`src/rtl/unsigned_16by8_div_seq_if.sv`:
```
// unsigned_16by8_div_seq_if
// Purpose : bundles the operand handshake (in_valid/in_ready, x, y) and the
//           result handshake (out_valid/out_ready, z, r, optional err) of
//           the sequential 16-by-8 unsigned divider.
// Modports: master - the operand producer / result consumer
//           slave  - the divider itself
// Macro   : DIV_ERR_FLAG_EN adds the err signal (divide-by-zero flag).
interface unsigned_16by8_div_seq_if;
    logic        in_valid;
    logic        in_ready;
    logic [15:0] x;
    logic [7:0]  y;
    logic        out_valid;
    logic        out_ready;
    logic [15:0] z;
    logic [7:0]  r;
`ifdef DIV_ERR_FLAG_EN
    logic        err;
`endif

    // The producer drives operands and the downstream ready; it observes
    // the divider's ready, valid and results.
    modport master (
        output in_valid, x, y, out_ready,
`ifdef DIV_ERR_FLAG_EN
        input  in_ready, out_valid, z, r, err
`else
        input  in_ready, out_valid, z, r
`endif
    );

    // The divider sees the mirror image of the producer.
    modport slave (
        input  in_valid, x, y, out_ready,
`ifdef DIV_ERR_FLAG_EN
        output in_ready, out_valid, z, r, err
`else
        output in_ready, out_valid, z, r
`endif
    );
endinterface

```
`src/rtl/unsigned_16by8_div_seq.sv`:
```
// unsigned_16by8_div_seq
// Purpose : sequential restoring divider, 16-bit unsigned dividend by 8-bit
//           unsigned divisor, one quotient bit per clock.
// Ports   : clk - rising-edge clock
//           rst - asynchronous active-high reset
//           bus - unsigned_16by8_div_seq_if.slave
//                 in_valid/in_ready/x/y   operand handshake
//                 out_valid/out_ready/z/r result handshake (z=x/y, r=x%y)
//                 err                     captured y==0 (only with macro)
// Param   : LAT_CYC - number of BUSY iterations; only 16 is supported.
// Macro   : DIV_ERR_FLAG_EN - when defined, adds the registered err output.
// Timing  : operands are accepted on an edge in IDLE; the 16 following
//           edges each retire one quotient bit, and the next edge enters
//           DONE with the result, so out_valid is first seen 17 edges
//           after the accepting edge.
module unsigned_16by8_div_seq #(
    parameter int LAT_CYC = 16
) (
    input logic                      clk,
    input logic                      rst,
    unsigned_16by8_div_seq_if.slave  bus
);

    typedef enum logic [1:0] {
        IDLE = 2'd0,
        BUSY = 2'd1,
        DONE = 2'd2
    } state_t;

    localparam logic [3:0] LAST_ITER = 4'(LAT_CYC - 1);

    state_t      state_q;
    state_t      state_d;
    logic        in_ready;
    logic        out_valid;
    logic        accept;

    logic [15:0] dvd_q;
    logic [7:0]  dvs_q;
    logic [7:0]  rem_q;
    logic [3:0]  iter_cnt_q;
    logic        iter_done_q;
    logic [15:0] z_q;
    logic [7:0]  r_q;
`ifdef DIV_ERR_FLAG_EN
    logic        err_q;
`endif

    logic [8:0]  trial;
    logic [9:0]  diff;
    logic        q_bit;
    logic [7:0]  rem_next;
    logic [15:0] dvd_next;
    logic        diff_msb_unused;

    // One restoring-division step. The 9-bit trial is the partial
    // remainder shifted left with the next dividend bit (MSB first) brought
    // in; the extra top bit of diff is the borrow. When there is no borrow
    // the subtraction is kept and the quotient bit is 1. dvd_q doubles as
    // the quotient register: dividend bits leave at the top while quotient
    // bits enter at the bottom. For a zero divisor every step "succeeds",
    // giving an all-ones quotient and the low dividend byte as remainder,
    // with no special timing.
    always_comb begin
        trial    = {rem_q, dvd_q[15]};
        diff     = {1'b0, trial} - {2'b00, dvs_q};
        q_bit    = ~diff[9];
        rem_next = trial[7:0];
        if (q_bit) begin
            rem_next = diff[7:0];
        end
        dvd_next = {dvd_q[14:0], q_bit};
    end

    // Bit 8 of the difference is only meaningful for a zero divisor, where
    // it is intentionally dropped as the remainder is only 8 bits wide.
    assign diff_msb_unused = diff[8];

    // State register; reset always lands in IDLE so any operation in
    // flight is abandoned without producing a result.
    always_ff @(posedge clk or posedge rst) begin
        if (rst) begin
            state_q <= IDLE;
        end else begin
            state_q <= state_d;
        end
    end

    // Next-state and handshake outputs. Ready is only offered in IDLE, so a
    // result handshake and a new accept can never share an edge.
    always_comb begin
        state_d   = state_q;
        in_ready  = 1'b0;
        out_valid = 1'b0;
        case (state_q)
            IDLE: begin
                in_ready = 1'b1;
                if (bus.in_valid) begin
                    state_d = BUSY;
                end
            end
            BUSY: begin
                if (iter_done_q) begin
                    state_d = DONE;
                end
            end
            DONE: begin
                out_valid = 1'b1;
                if (bus.out_ready) begin
                    state_d = IDLE;
                end
            end
            default: begin
                state_d = IDLE;
            end
        endcase
    end

    assign accept = (state_q == IDLE) && bus.in_valid;

    // Datapath registers. Operands are captured only on an accept, so the
    // inputs are ignored while busy or holding a result. The iteration
    // counter wraps from 15 back to 0 on the sixteenth step, which is when
    // iter_done_q is raised; the following BUSY edge commits the finished
    // quotient and remainder into the output registers as DONE is entered.
    // z/r keep their values through IDLE until the next result lands.
    always_ff @(posedge clk or posedge rst) begin
        if (rst) begin
            dvd_q       <= '0;
            dvs_q       <= '0;
            rem_q       <= '0;
            iter_cnt_q  <= '0;
            iter_done_q <= 1'b0;
            z_q         <= '0;
            r_q         <= '0;
`ifdef DIV_ERR_FLAG_EN
            err_q       <= 1'b0;
`endif
        end else if (accept) begin
            dvd_q       <= bus.x;
            dvs_q       <= bus.y;
            rem_q       <= '0;
            iter_cnt_q  <= '0;
            iter_done_q <= 1'b0;
        end else if (state_q == BUSY) begin
            if (!iter_done_q) begin
                dvd_q      <= dvd_next;
                rem_q      <= rem_next;
                iter_cnt_q <= iter_cnt_q + 4'd1;
                if (iter_cnt_q == LAST_ITER) begin
                    iter_done_q <= 1'b1;
                end
            end else begin
                z_q <= dvd_q;
                r_q <= rem_q;
`ifdef DIV_ERR_FLAG_EN
                err_q <= (dvs_q == 8'd0);
`endif
            end
        end
    end

    assign bus.in_ready  = in_ready;
    assign bus.out_valid = out_valid;
    assign bus.z         = z_q;
    assign bus.r         = r_q;
`ifdef DIV_ERR_FLAG_EN
    assign bus.err       = err_q;
`endif

endmodule

```
`src/flat_wrapper.sv`:
```
// flat-port wrapper written by rule: the top's interface ports become plain ports
module unsigned_16by8_div_seq_flat 
#(
    parameter int LAT_CYC = 16
)
  (clk, rst, bus_in_valid, bus_x, bus_y, bus_out_ready, bus_in_ready, bus_out_valid, bus_z, bus_r);
  unsigned_16by8_div_seq_if bus_i ();
  input logic clk;
  input logic rst;
  input wire logic [$bits(bus_i.in_valid)-1:0] bus_in_valid;
  input wire logic [$bits(bus_i.x)-1:0] bus_x;
  input wire logic [$bits(bus_i.y)-1:0] bus_y;
  input wire logic [$bits(bus_i.out_ready)-1:0] bus_out_ready;
  output wire logic [$bits(bus_i.in_ready)-1:0] bus_in_ready;
  output wire logic [$bits(bus_i.out_valid)-1:0] bus_out_valid;
  output wire logic [$bits(bus_i.z)-1:0] bus_z;
  output wire logic [$bits(bus_i.r)-1:0] bus_r;
  assign bus_i.in_valid = bus_in_valid;
  assign bus_i.x = bus_x;
  assign bus_i.y = bus_y;
  assign bus_i.out_ready = bus_out_ready;
  assign bus_in_ready = bus_i.in_ready;
  assign bus_out_valid = bus_i.out_valid;
  assign bus_z = bus_i.z;
  assign bus_r = bus_i.r;
  unsigned_16by8_div_seq #(.LAT_CYC(LAT_CYC)) u_core (.clk(clk), .rst(rst), .bus(bus_i));
endmodule
```
`config.mk`:
```
export PLATFORM = sky130hd
export DESIGN_NAME = unsigned_16by8_div_seq_flat
export DESIGN_NICKNAME = d
export VERILOG_FILES = /design/src/rtl/unsigned_16by8_div_seq_if.sv /design/src/rtl/unsigned_16by8_div_seq.sv /design/src/flat_wrapper.sv
export SDC_FILE = /design/constraint.sdc
export NUM_CORES = 1
export LEC_CHECK = 0
export CELL_PAD_IN_SITES_DETAIL_PLACEMENT = 0
export CELL_PAD_IN_SITES_GLOBAL_PLACEMENT = 1
export CORE_MARGIN = 3
export CORE_UTILIZATION = 44
export CTS_CLUSTER_DIAMETER = 30
export DETAILED_ROUTE_END_ITERATION = 8
export PLACE_DENSITY = 0.82
export SKIP_LAST_GASP = 1
export SLEW_MARGIN = 10
export SYNTH_ARGS = -nofsm -noshare
export SYNTH_HDL_FRONTEND = slang
export SYNTH_SLANG_ARGS = --single-unit
```
`constraint.sdc`:
```
create_clock -name clk -period 4.77 [get_ports clk]
set_input_delay 1.1925 -clock clk [delete_from_list [all_inputs] [get_ports clk]]
set_output_delay 1.1925 -clock clk [all_outputs]
set_load 0.005 [all_outputs]
```
==> metrics <==
Die ar. 7750 um^2; Detailed Place HPWL 4.22 mm; EDFF count, synth 0; Rel. slew slack 0.448; routability cong. 0.814; Design Power 2.96 mW; row count 29; worst-path cell chain inv_1, nor2_1, clkdlybuf4s50_1; global route total overflow 0; largest family of logic cells by synthesized area multiplexers; VDD IR-drop max 0.000301 V; Slew @ Worst Pin 0.825 ns; Critical Path Fanout Max 5; dpl ws 1.98 ns; net count after synthesis 302; DRC 0; Data required, critical path 3.58 ns; distinct cell type count after synthesis 39; most area-consuming cells after synthesis dfrtp_1, mux2_2, o21ai_0; post-synthesis simple-gate area fraction 0.0908; Syn. warnings 0; Final Slew Violations 0; via count 2,139; maxcap violations 0; root buffer cell clkbuf_8; Detailed Route Iter0 Violations 150; slowest stage delay, CP 0.52 ns; sequential share of the synthesized area 0.532; post-route ant nets 0; post-synthesis mux area share 0.139; endpoints failing hold 0; Commonest cells post-synth dfrtp_1, nand2_1, o21ai_0; Top FF cell, synth dfrtp_1; vias in the first global route 2,245; placed cell count 385; Num Clock Sinks 63; Data arrival, critical path 1.51 ns; Buffers on Ports 53; WS Path Type register to output port; Post-Synth XOR/XNOR Area 0.0177; Hold WC Path Type register to register; Starting Density 0.461; Post-synth ARST share 1.00; initial antenna violation count 0; Area growth, synth to finish 28.2%; DR WL/cell 15.3 um; post-CTS sizing 0; Core ar. 6420 um^2; hold path cells 1; share of cells above drive strength 1 0.161; Total Wirelength 6.13 mm; first-pass GRT wire length 10.6 mm; share of the synthesized area in the top cell type 0.532; Total GRT Usage 0.178; CP Launch Type register; CP Capture Type output port; Post-Layout Cell Count 400; pin count of the biggest net entering global routing 49; path depth of the worst reg2reg path 9; post-route cell area 3800 um^2; Synth Area in Adders 0.0448; #FFs+latches synth 63; Avg Inst Size Synth 11.2 um^2; worst skew pair latency 0.33 ns; most frequent cell after synthesis dfrtp_1; final core occ 0.591; CP max stage cell clkdlybuf4s50_1; power density over the cells 779 nW/um^2; n_diodes 0; CTS Hold Bufs 0; Highest Clock Rate 371 MHz; hold_ws 0.505 ns; placed inst area 3570 um^2; post-synthesis cell count 264; Post-Syn Area 2960 um^2; Setup TNS 0 ns; nets 357; CTS buffer count 9; area leader, netlist dfrtp_1; drt first pass iters 4; post-route setup slack 2.07 ns; post-CTS setup buffers 0; via/cell ratio 5.35; Leakage 1.70 nW; RSZ-0062 raised after global routing no; outcome complete, no violations; # IOs 54; CTS clock-pin slew for the worst setup and hold paths 0.07 ns; Clock Path Buffers 2; H-tree Lvls 3; Die Y 88.0 um; CTS tree built; Synth Area in Compound Gates 0.137; fin crit share 0.566; Die Wd 88.0 um; skew final 0.00838 ns; final setup fails 0; minimum clock period 2.70 ns
-- state kept, by name, summed over array words and instances, names as in the netlist --
| register | count |
|---|---|
| u_core.bus.r | 8 |
| u_core.bus.z | 16 |
| u_core.dvd_q | 16 |
| u_core.dvs_q | 8 |
| u_core.iter_cnt_q | 4 |
| u_core.iter_done_q | 1 |
| u_core.rem_q | 8 |
| u_core.state_q | 2 |
-- kinds of logic (layout without fill, tap and decap cells) --
group	count (synthesis)	count (layout)
AO/OA/AOI/OAI	61	61
XOR/XNOR	6	6
adder cells (fa/ha/maj)	10	10
buffers and inverters	26	85
flip-flops	63	63
multiplexers	38	38
AND/OR/NAND/NOR	60	60
-- routing by layer --
layer	vias up	part of all wire	track usage
met4	0	0.017	0.0577
li1	1037	-	-
met5	-	0	0
met2	43	0.46	0.276
met1	1048	0.48	0.236
met3	11	0.050	0.0611
-- worst max-delay path, delay by kind of cell (launching register included) --
kind | cells | cell delay, ns
buffers and inverters | 2 | 0.65
DFF | 1 | 0.43
and+or+nand+nor | 1 | 0.10
-- cells in the final DEF, fill, tap and decap left out, drive strengths merged, types with 3 or more instances in the layout --
| cell | count |
|---|---|
| a21oi | 7 |
| nor2 | 13 |
| nand2b | 3 |
| clkbuf | 12 |
| inv | 13 |
| dfrtp | 63 |
| a32oi | 4 |
| o31ai | 3 |
| ha | 9 |
| nand2 | 33 |
| nand3 | 6 |
| clkdlybuf4s50 | 53 |
| xnor2 | 4 |
| buf | 4 |
| mux2 | 24 |
| mux2i | 14 |
| o21ai | 31 |
| o21bai | 3 |
-- path summary, 6_finish.rpt --
check                           slack [ns]                           from                               end
worst max-delay path                  2.07  u_core.state_q[1]$_DFFE_PP0P_                     bus_out_valid
worst min-delay path                  0.51    u_core.bus.r[5]$_DFFE_PP0P_       u_core.bus.r[5]$_DFFE_PP0P_
worst max register to register        2.51   u_core.dvd_q[15]$_DFFE_PP0P_       u_core.rem_q[6]$_DFFE_PP0P_
worst min register to register        0.51    u_core.bus.r[5]$_DFFE_PP0P_       u_core.bus.r[5]$_DFFE_PP0P_
max in group asynchronous             2.60                            rst       u_core.rem_q[5]$_DFFE_PP0P_
min in group asynchronous             1.32                            rst  u_core.iter_cnt_q[3]$_DFFE_PP0P_
-- cell type report --
type | instances | area (um^2)
flip-flops and latches | 63 | 1580
inverters | 13 | 48.8
well taps | 77 | 96.3
fillers | 574 | 2630
multi-input cells | 175 | 1280
clock inverters | 3 | 65.1
repair buffers | 57 | 561
clock buffers | 12 | 165
-- report_power, final --
part           internal, mW  total (mW)  switching, mW
Sequential            0.803       0.986          0.183
Combinational         0.726        1.44          0.716
Clock                 0.333       0.530          0.196
Power figures use the tool's default switching activity.
